### src/rtl/time_surface_scanner.sv
// Read-side master for the time-surface store: sweeps every grid cell through
// the store's registered read port and streams the decayed values downstream.
module time_surface_scanner #(
  parameter int GRID_SIZE    = 16,
  parameter int ADDR_BITS    = 8,
  parameter int TS_BITS      = 16,
  parameter int VALUE_BITS   = 8,
  parameter int READ_LATENCY = 3,
  parameter int FIFO_DEPTH   = 4
) (
  input  logic                              clk,
  input  logic                              rst_n,
  input  logic                              start,
  input  logic [TS_BITS-1:0]                t_now_in,
  output logic [TS_BITS-1:0]                frame_t_now,
  output logic                              read_enable,
  output logic [ADDR_BITS-1:0]              read_addr,
  input  logic [VALUE_BITS-1:0]             read_value,
  output logic                              m_valid,
  input  logic                              m_ready,
  output logic [VALUE_BITS-1:0]             m_data,
  output logic [$clog2(GRID_SIZE)-1:0]      m_x,
  output logic [$clog2(GRID_SIZE)-1:0]      m_y,
  output logic                              m_last,
  output logic                              busy,
  output logic                              done,
  output logic [VALUE_BITS+ADDR_BITS:0]     frame_sum
);

  localparam int NUM_CELLS = GRID_SIZE * GRID_SIZE;
  localparam int XY_BITS   = $clog2(GRID_SIZE);
  localparam int SUM_BITS  = VALUE_BITS + ADDR_BITS + 1;
  localparam int CNT_W     = $clog2(FIFO_DEPTH + 1) + 1;
  localparam int PTR_W     = $clog2(FIFO_DEPTH);
  localparam logic [ADDR_BITS-1:0] LAST_ADDR = ADDR_BITS'(NUM_CELLS - 1);

  typedef enum logic [1:0] {S_IDLE, S_SCAN, S_DRAIN, S_DONE} state_e;

  typedef struct packed {
    logic [VALUE_BITS-1:0] data;
    logic [XY_BITS-1:0]    x;
    logic [XY_BITS-1:0]    y;
    logic                  last;
  } beat_t;

  state_e                                  state_q, state_d;
  logic [TS_BITS-1:0]                      frame_t_now_q, frame_t_now_d;
  logic                                    read_enable_q, read_enable_d;
  logic [ADDR_BITS-1:0]                    read_addr_q, read_addr_d;
  logic                                    busy_q, busy_d;
  logic                                    done_q, done_d;
  logic [SUM_BITS-1:0]                     frame_sum_q, frame_sum_d;
  logic [READ_LATENCY-1:0]                 pipe_valid_q, pipe_valid_d;
  logic [READ_LATENCY-1:0][ADDR_BITS-1:0]  pipe_addr_q, pipe_addr_d;
  beat_t [FIFO_DEPTH-1:0]                  fifo_mem_q, fifo_mem_d;
  logic [PTR_W-1:0]                        rd_ptr_q, rd_ptr_d;
  logic [PTR_W-1:0]                        wr_ptr_q, wr_ptr_d;
  logic [CNT_W-1:0]                        fifo_count_q, fifo_count_d;

  logic [CNT_W-1:0]     inflight;
  logic [CNT_W-1:0]     credit_used;
  logic                 pop;
  logic                 push;
  logic                 issue;
  logic [ADDR_BITS-1:0] tail_addr;
  beat_t                head;
  beat_t                tail_beat;

  function automatic logic [PTR_W-1:0] ptr_inc(input logic [PTR_W-1:0] p);
    return (p == PTR_W'(FIFO_DEPTH - 1)) ? '0 : p + 1'b1;
  endfunction

  // A beat popped this cycle frees its slot in time for a read issued now,
  // which keeps the sweep at one cell per cycle under full throughput.
  always_comb begin
    inflight = '0;
    for (int i = 0; i < READ_LATENCY; i++) begin
      inflight = inflight + CNT_W'(pipe_valid_q[i]);
    end
    head        = fifo_mem_q[rd_ptr_q];
    pop         = (fifo_count_q != '0) && m_ready;
    push        = pipe_valid_q[READ_LATENCY-1];
    credit_used = fifo_count_q + inflight - CNT_W'(pop);
    issue       = (state_q == S_SCAN) && (credit_used < CNT_W'(FIFO_DEPTH));
    tail_addr   = pipe_addr_q[READ_LATENCY-1];

    tail_beat.data = read_value;
    tail_beat.x    = XY_BITS'(tail_addr % ADDR_BITS'(GRID_SIZE));
    tail_beat.y    = XY_BITS'(tail_addr / ADDR_BITS'(GRID_SIZE));
    tail_beat.last = (tail_addr == LAST_ADDR);

    pipe_valid_d    = {pipe_valid_q[READ_LATENCY-2:0], issue};
    pipe_addr_d     = {pipe_addr_q[READ_LATENCY-2:0], read_addr_q};
    fifo_mem_d      = fifo_mem_q;
    rd_ptr_d        = rd_ptr_q;
    wr_ptr_d        = wr_ptr_q;
    fifo_count_d    = fifo_count_q + CNT_W'(push) - CNT_W'(pop);
    if (push) begin
      fifo_mem_d[wr_ptr_q] = tail_beat;
      wr_ptr_d             = ptr_inc(wr_ptr_q);
    end
    if (pop) begin
      rd_ptr_d = ptr_inc(rd_ptr_q);
    end

    state_d       = state_q;
    frame_t_now_d = frame_t_now_q;
    read_enable_d = read_enable_q;
    read_addr_d   = read_addr_q;
    busy_d        = busy_q;
    done_d        = 1'b0;
    frame_sum_d   = pop ? frame_sum_q + SUM_BITS'(head.data) : frame_sum_q;

    case (state_q)
      S_IDLE: begin
        if (start) begin
          frame_t_now_d = t_now_in;
          frame_sum_d   = '0;
          read_addr_d   = '0;
          busy_d        = 1'b1;
          read_enable_d = 1'b1;
          state_d       = S_SCAN;
        end
      end
      S_SCAN: begin
        if (issue) begin
          if (read_addr_q == LAST_ADDR) begin
            state_d = S_DRAIN;
          end else begin
            read_addr_d = read_addr_q + 1'b1;
          end
        end
      end
      S_DRAIN: begin
        if ((inflight == '0) && pop && head.last) begin
          state_d       = S_DONE;
          busy_d        = 1'b0;
          done_d        = 1'b1;
          read_enable_d = 1'b0;
        end
      end
      S_DONE: begin
        state_d = S_IDLE;
      end
      default: state_d = S_IDLE;
    endcase
  end

  always_ff @(posedge clk or negedge rst_n) begin
    if (!rst_n) begin
      state_q       <= S_IDLE;
      frame_t_now_q <= '0;
      read_enable_q <= 1'b0;
      read_addr_q   <= '0;
      busy_q        <= 1'b0;
      done_q        <= 1'b0;
      frame_sum_q   <= '0;
      pipe_valid_q  <= '0;
      pipe_addr_q   <= '0;
      fifo_mem_q    <= '0;
      rd_ptr_q      <= '0;
      wr_ptr_q      <= '0;
      fifo_count_q  <= '0;
    end else begin
      state_q       <= state_d;
      frame_t_now_q <= frame_t_now_d;
      read_enable_q <= read_enable_d;
      read_addr_q   <= read_addr_d;
      busy_q        <= busy_d;
      done_q        <= done_d;
      frame_sum_q   <= frame_sum_d;
      pipe_valid_q  <= pipe_valid_d;
      pipe_addr_q   <= pipe_addr_d;
      fifo_mem_q    <= fifo_mem_d;
      rd_ptr_q      <= rd_ptr_d;
      wr_ptr_q      <= wr_ptr_d;
      fifo_count_q  <= fifo_count_d;
    end
  end

  assign frame_t_now = frame_t_now_q;
  assign read_enable = read_enable_q;
  assign read_addr   = read_addr_q;
  assign busy        = busy_q;
  assign done        = done_q;
  assign frame_sum   = frame_sum_q;
  assign m_valid     = (fifo_count_q != '0);
  assign m_data      = head.data;
  assign m_x         = head.x;
  assign m_y         = head.y;
  assign m_last      = head.last;

endmodule

### config.mk
export PLATFORM = sky130hd
export DESIGN_NAME = time_surface_scanner
export DESIGN_NICKNAME = d
export VERILOG_FILES = /design/src/rtl/time_surface_scanner.sv
export SDC_FILE = /design/constraint.sdc
export NUM_CORES = 1
export LEC_CHECK = 0
export BUFFER_PORTS_ARGS = -buffer_cell sky130_fd_sc_hd__buf_4
export CELL_PAD_IN_SITES_DETAIL_PLACEMENT = 0
export CELL_PAD_IN_SITES_GLOBAL_PLACEMENT = 1
export CORE_MARGIN = 3
export CORE_UTILIZATION = 48
export CTS_BUF_LIST = sky130_fd_sc_hd__clkbuf_2
export CTS_CLUSTER_DIAMETER = 120
export DETAILED_ROUTE_END_ITERATION = 12
export PLACE_DENSITY_LB_ADDON = 0.1
export SYNTH_ARGS = -nofsm -noshare
export SYNTH_HDL_FRONTEND = slang
export SYNTH_SLANG_ARGS = --single-unit
### constraint.sdc
create_clock -name clk -period 4 [get_ports clk]
set_clock_uncertainty 0.2 [all_clocks]
set_input_delay 1 -clock clk [delete_from_list [all_inputs] [get_ports clk]]
set_output_delay 1 -clock clk [all_outputs]
set_load 0.01 [all_outputs]
Yosys cells after proc, flatten, opt, wreduce, memory -nomap -nowiden
Index checks and enable logic that the tools add are counted.
{"block": "word_totals", "output_inout_bits": 62, "word_cells": 93, "register_bits": 148}
{"block": "classes", "addsub": 10, "reduce_logical": 14, "n_mux": 24, "order_cmp": 4, "eq_ne": 12}
{"operator": "17-bit two-way mux", "count": 5}
{"operator": "68-bit bitwise mux", "count": 1}
{"operator": "17-bit binary-select mux with 2-bit select", "count": 1}
{"operator": "17-bit demux with 2-bit select", "count": 1}
{"operator": "8-bit two-way mux", "count": 3}
{"operator": "17-bit by 8-bit adder with 17-bit output", "count": 1}
{"operator": "8-bit == test (second input constant)", "count": 2}
{"operator": "8-bit case mux with 2 select lines", "count": 1}
{"operator": "2-bit two-way mux", "count": 6}
{"operator": "8-bit by 1-bit adder with 8-bit output (second input constant)", "count": 1}
{"operator": "2-bit == test (second input constant)", "count": 4}
{"operator": "2-bit inequality test (second input constant)", "count": 4}
{"operator": "2-bit case mux with 4 select lines", "count": 1}
{"operator": "4-bit AND reduction", "count": 2}
{"operator": "4-bit by 1-bit subtractor with 4-bit output", "count": 2}
{"operator": "2-bit by 3-bit < comparator with 1-bit output (second input constant)", "count": 2}
{"operator": "1-bit logical AND", "count": 5}
{"operator": "2-bit by 1-bit adder with 2-bit output (second input constant)", "count": 2}
{"operator": "4-bit by 1-bit adder with 4-bit output", "count": 1}
{"operator": "4-bit by 3-bit adder with 4-bit output", "count": 1}
{"operator": "4-bit logical NOT", "count": 1}
{"operator": "4-bit by 3-bit < comparator with 1-bit output (second input constant)", "count": 1}
{"operator": "1-bit two-way mux", "count": 4}
{"operator": "2-bit nonzero test", "count": 2}
{"operator": "other kinds (10)", "count": 10}

Depth between registers and ports, before layout
{"block": "logic_depth", "word_depth": 8, "mapped_depth": 15, "ltp_nobuf": 14}

Worst setup path after synthesis
OpenSTA, ideal clock, no wires.
{"block": "synth_timing", "kind": "input-to-reg", "from": "input m_ready", "to": "register state_q[1]", "slack_ns": 0.297, "cell_stages": 12, "arrival_ns": 3.376, "setup_ns": 0.128, "t_required_ns": 3.672, "n_path_buf": 1, "cell_sequence": "nand2_1 > inv_1 > clkbuf_1 > ha_1 > inv_1 > ha_1 > and3b_1 > or4_4 > a31oi_4 > nand2_2 > a21oi_2 > mux2_1"}
{"block": "synth_via", "elab_chain_cells": 6}
{"element": "start: declaration", "line": "20", "text": "input logic m_ready,"}
{"element": "1-bit logical AND (*)", "line": "81", "text": "pop = (fifo_count_q != '0) && m_ready;"}
{"element": "named net pop", "line": "62", "text": "logic pop;"}
{"element": "4-bit by 1-bit subtractor with 4-bit output", "line": "83", "text": "credit_used = fifo_count_q + inflight - CNT_W'(pop);"}
{"element": "4-bit by 3-bit < comparator with 1-bit output", "line": "84", "text": "issue = (state_q == S_SCAN) && (credit_used < CNT_W'(FIFO_DEPTH));"}
{"element": "1-bit logical AND", "line": "84"}
{"element": "2-bit inequality test (no line)"}
{"element": "4-bit AND reduction (no line) (*)"}
{"element": "end signal: assignment", "line": "165", "text": "state_q <= state_d;"}
{"element": "end: declaration", "line": "46", "text": "state_e state_q, state_d;"}
The timed path passes the listed nets; every way through them passes the cells marked *.
A chain may end at the register's enable or synchronous reset.

Worst setup path after layout
{"block": "layout_timing", "from": "register fifo_count_q[2]", "to": "register state_q[1]"}
{"block": "layout_via", "elab_chain_cells": 7}
{"element": "start: declaration", "line": "58", "text": "logic [CNT_W-1:0] fifo_count_q, fifo_count_d;"}
{"element": "start signal: assignment", "line": "177", "text": "fifo_count_q <= fifo_count_d;"}
{"element": "branches (longest 6 deep; another with 4-bit by 3-bit adder with 4-bit output)"}
{"element": "4-bit AND reduction (no line) (*)"}
Mark *: on every way between the ends.

==> summary.md <==
| Metric | Value |
|---|---|
| Outcome | `finished clean` |
| Worst skew pair latency | `between 600 and 700 ps` |
| Nets | `approximately 670` |
| CP required | `about 4400 ps` |
| CP Capture Type | `flop` |
| Initial drt markers | `206` |
| Most common cell after layout, fill and taps aside | `dfrtp_1` |
| Vias in the first global route | `4275` |
| CP cell instances | `inv_1 > ha_1 > or3b_2 > nand2_1 > inv_1 > ha_1 > inv_1 > ha_1 > and3b_1 > or4_4 > a31oi_4 > nand2_2 > a21oi_2 > mux2_1` |
| GR Util met1 | `0.239` |
| ANT nets after route | `0` |
| Die footprint | `about 15000 um2` |
| Residual DRC count | `0` |
| Final Cell Area | `7660 um2` |
| CTS resizes | `0` |
| DR WL/cell | `~16 um` |
| Global routing's busiest layer | `met2` |
| CP Launch Point | `fifo_count_q[2]$_DFF_PN0_` |
| Critical path's top delay family | `simple AND/OR/NAND/NOR gates` |
| Final core utilization | `0.574` |
| Met3 Use GR | `0.0453` |
| CTS Buf Count | `17` |
| Placed Instances | `around 770` |
| Final Max Tran Viols | `0` |
| Cts hold-fix bufs | `0` |
| Post-synth cell types | `46` |
| Die Width | `roughly 120 um` |
| Post-CTS Setup Bufs | `0` |
| Storage element area | `3700 um2` |
| Root Buffer | `clkbuf_2` |
| Clk pin slew, worst setup/hold paths | `230 ps` |
| Worst path max stage delay | `approximately 500 ps` |
| Ports | `90` |
| # fillers | `about 1.1k` |
| Reg2Reg Capture Point | `state_q[1]$_DFFE_PN0P_` |
| Fin Hold WS | `~65 ps` |
| Crit path to | `state_q[1]$_DFFE_PN0P_` |
| Worst-margin pin slew | `956 ps` |
| Setup TNS | `0 ps` |
| First-pass GRT wire length | `approximately 21000 um` |
| Area after DPL | `7430 um2` |
| WP depth | `14` |
| Worst Reg-to-Reg Cells | `14` |
| Max-cap viol count | `0` |
| CP max FO | `9` |
| Fmax | `0.277 GHz` |
| Worst setup SP type | `flop` |
| VDD IR max | `~0.00031 V` |
| Met2 Usage GRT | `0.295` |
| Final Setup Violations | `0` |
| Buf+Inv Stages, Crit Path | `3` |
| Min Tclk post-route | `3610 ps` |
| Synth warn | `0` |
| TritonCTS sink count | `about 150` |
| H-tree depth | `4` |
| Vias post-DR | `4200` |
| Final wirelength | `~13000 um` |
| Core Box Area | `13300 um2` |
| Leak Pwr | `3.81 nW` |
| Worst path slowest cell | `or4_4` |
| Share of cells above drive strength 1 | `0.355` |
| TritonCTS clock tree | `done` |
| Clk buf depth | `2` |
| Slew headroom | `0.361` |
| Most used DFF post-synth | `dfrtp_1` |
| Core Rows | `between 40 and 50` |
| Footprint of the multi-input gates | `roughly 2700 um2` |
| HPWL after DPL | `about 8600 um` |
| Reg2reg start | `fifo_count_q[2]$_DFF_PN0_` |
| Reg-to-reg slack, setup | `roughly 400 ps` |
| Die Span Y | `123 um` |
| Final GP Congestion | `between 0.8 and 0.9` |
| Final period util | `0.902` |
| Final Instance Count excl. Fillers | `799` |
| Commonest cells after routing, fill and taps aside | `dfrtp_1, buf_4, nand2_1` |
| Pre-antenna DRT Iters | `4` |
| Post-synth top area share | `0.562` |
| Setup CP Type | `reg2reg` |
| Synth area leaders | `dfrtp_1, mux2_2, mux4_2` |
| Type of the worst min-delay path | `in2async` |
| Post-synth EDFFs | `0` |
| Largest net degree at the start of global routing | `89` |
| Initial core utilization | `0.494` |
| Mapped Area | `approximately 6600 um2` |
| Synth Net Count | `about 580` |
| All-Layer GR Usage | `0.179` |
| #FFs+latches synth | `148` |
| Worst EP arrival | `roughly 4000 ps` |
| Syn Inst Count | `519` |
| Synth-to-Final Area Change | `16.2%` |
| Syn Area/Cell | `12.7 um2` |
| Ys async rst share | `1.00` |
| Synth area leader | `dfrtp_1` |
| Seq/Total Area, Yosys | `0.562` |
| Vias per std cell | `approximately 5.3` |
| PD cells | `between 700 and 800 nW/um2` |
| Number of buffers added on ports | `89` |
| Initial antenna violation count | `0` |
| N_diodes | `0` |
| Final Hold Violating Endpoints | `0` |
| Unrepaired setup endpoints after global routing | `no` |
| GRT overflow | `0` |
Yosys cell counts, types with 8 or more instances:
| cell type | instances |
|---|---|
| nor2_1 | 20 |
| xnor2_1 | 11 |
| clkbuf_1 | 14 |
| o21ai_0 | 11 |
| mux4_2 | 17 |
| a21oi_1 | 17 |
| xor2_1 | 8 |
| ha_1 | 27 |
| nand3_1 | 9 |
| inv_1 | 21 |
| dfrtp_1 | 148 |
| mux2_2 | 69 |
| buf_4 | 9 |
| nand2_1 | 79 |
metrics by stage:
| step | power, mW | setup WS, ps |
|---|---|---|
| after floorplan | 4.09 | 297 |
| after global placement | 4.88 | 429 |
| after detailed placement | 4.96 | 391 |
| after CTS | 5.80 | 353 |
| after global routing | 6.22 | 216 |
| final | 5.72 | 391 |
final cells by class:
type	instances	share of cell area
clock inverter	14	0.0188
tap	176	0.0287
timing repair buffer	97	0.0971
clock buffer	18	0.0118
inverter	21	0.0103
sequential	148	0.483
multi-input combinational	325	0.350
report_power, final:
part	switching (mW)	total (mW)	internal, mW
logic	1.30	2.62	1.32
registers	0.310	2.28	1.97
clock network	0.576	0.824	0.248
total	2.19	5.72	3.54
flip-flops by register name, indices dropped and copies added (netlist names), 3 cells and up:
signal	flops
pipe_valid_q	3
tail_addr	8
read_addr	8
fifo_mem_q	68
pipe_addr_d	16
frame_sum	17
frame_t_now	16
fifo_count_q	4
cells by family (layout without fill, tap and decap cells):
family,Yosys count,count (layout),share of synthesized area
compound gates,49,49,0.0480
flops,148,148,0.562
simple gates,140,140,0.0956
xor+xnor,19,19,0.0252
fa+ha+maj,30,30,0.0603
buf+inv,46,150,0.0317
mux,87,87,0.178
how the worst min path moves through the flow:
stage	slack, ps	cells past startpoint	from	endpoint
2_1_floorplan	130	0	pipe_addr_d[8]$_DFF_PN0_	pipe_addr_d[16]$_DFF_PN0_
3_3_place_gp	130	0	pipe_addr_d[10]$_DFF_PN0_	pipe_addr_d[18]$_DFF_PN0_
3_5_place_dp	130	0	pipe_addr_d[12]$_DFF_PN0_	pipe_addr_d[20]$_DFF_PN0_
4_1_cts	6	1	rst_n	frame_sum[6]$_DFF_PN0_
5_1_grt	20	1	rst_n	fifo_mem_q[10]$_DFFE_PN0P_
6_report	60	1	rst_n	fifo_mem_q[12]$_DFFE_PN0P_
metal layers:
metal | vias to the layer above | share of wire
met4 | 0 | 0.0086
met5 | - | 0
met1 | 2145 | 0.46
li1 | 1983 | -
met3 | 9 | 0.037
met2 | 63 | 0.49
(Power assumes the default switching activity.)
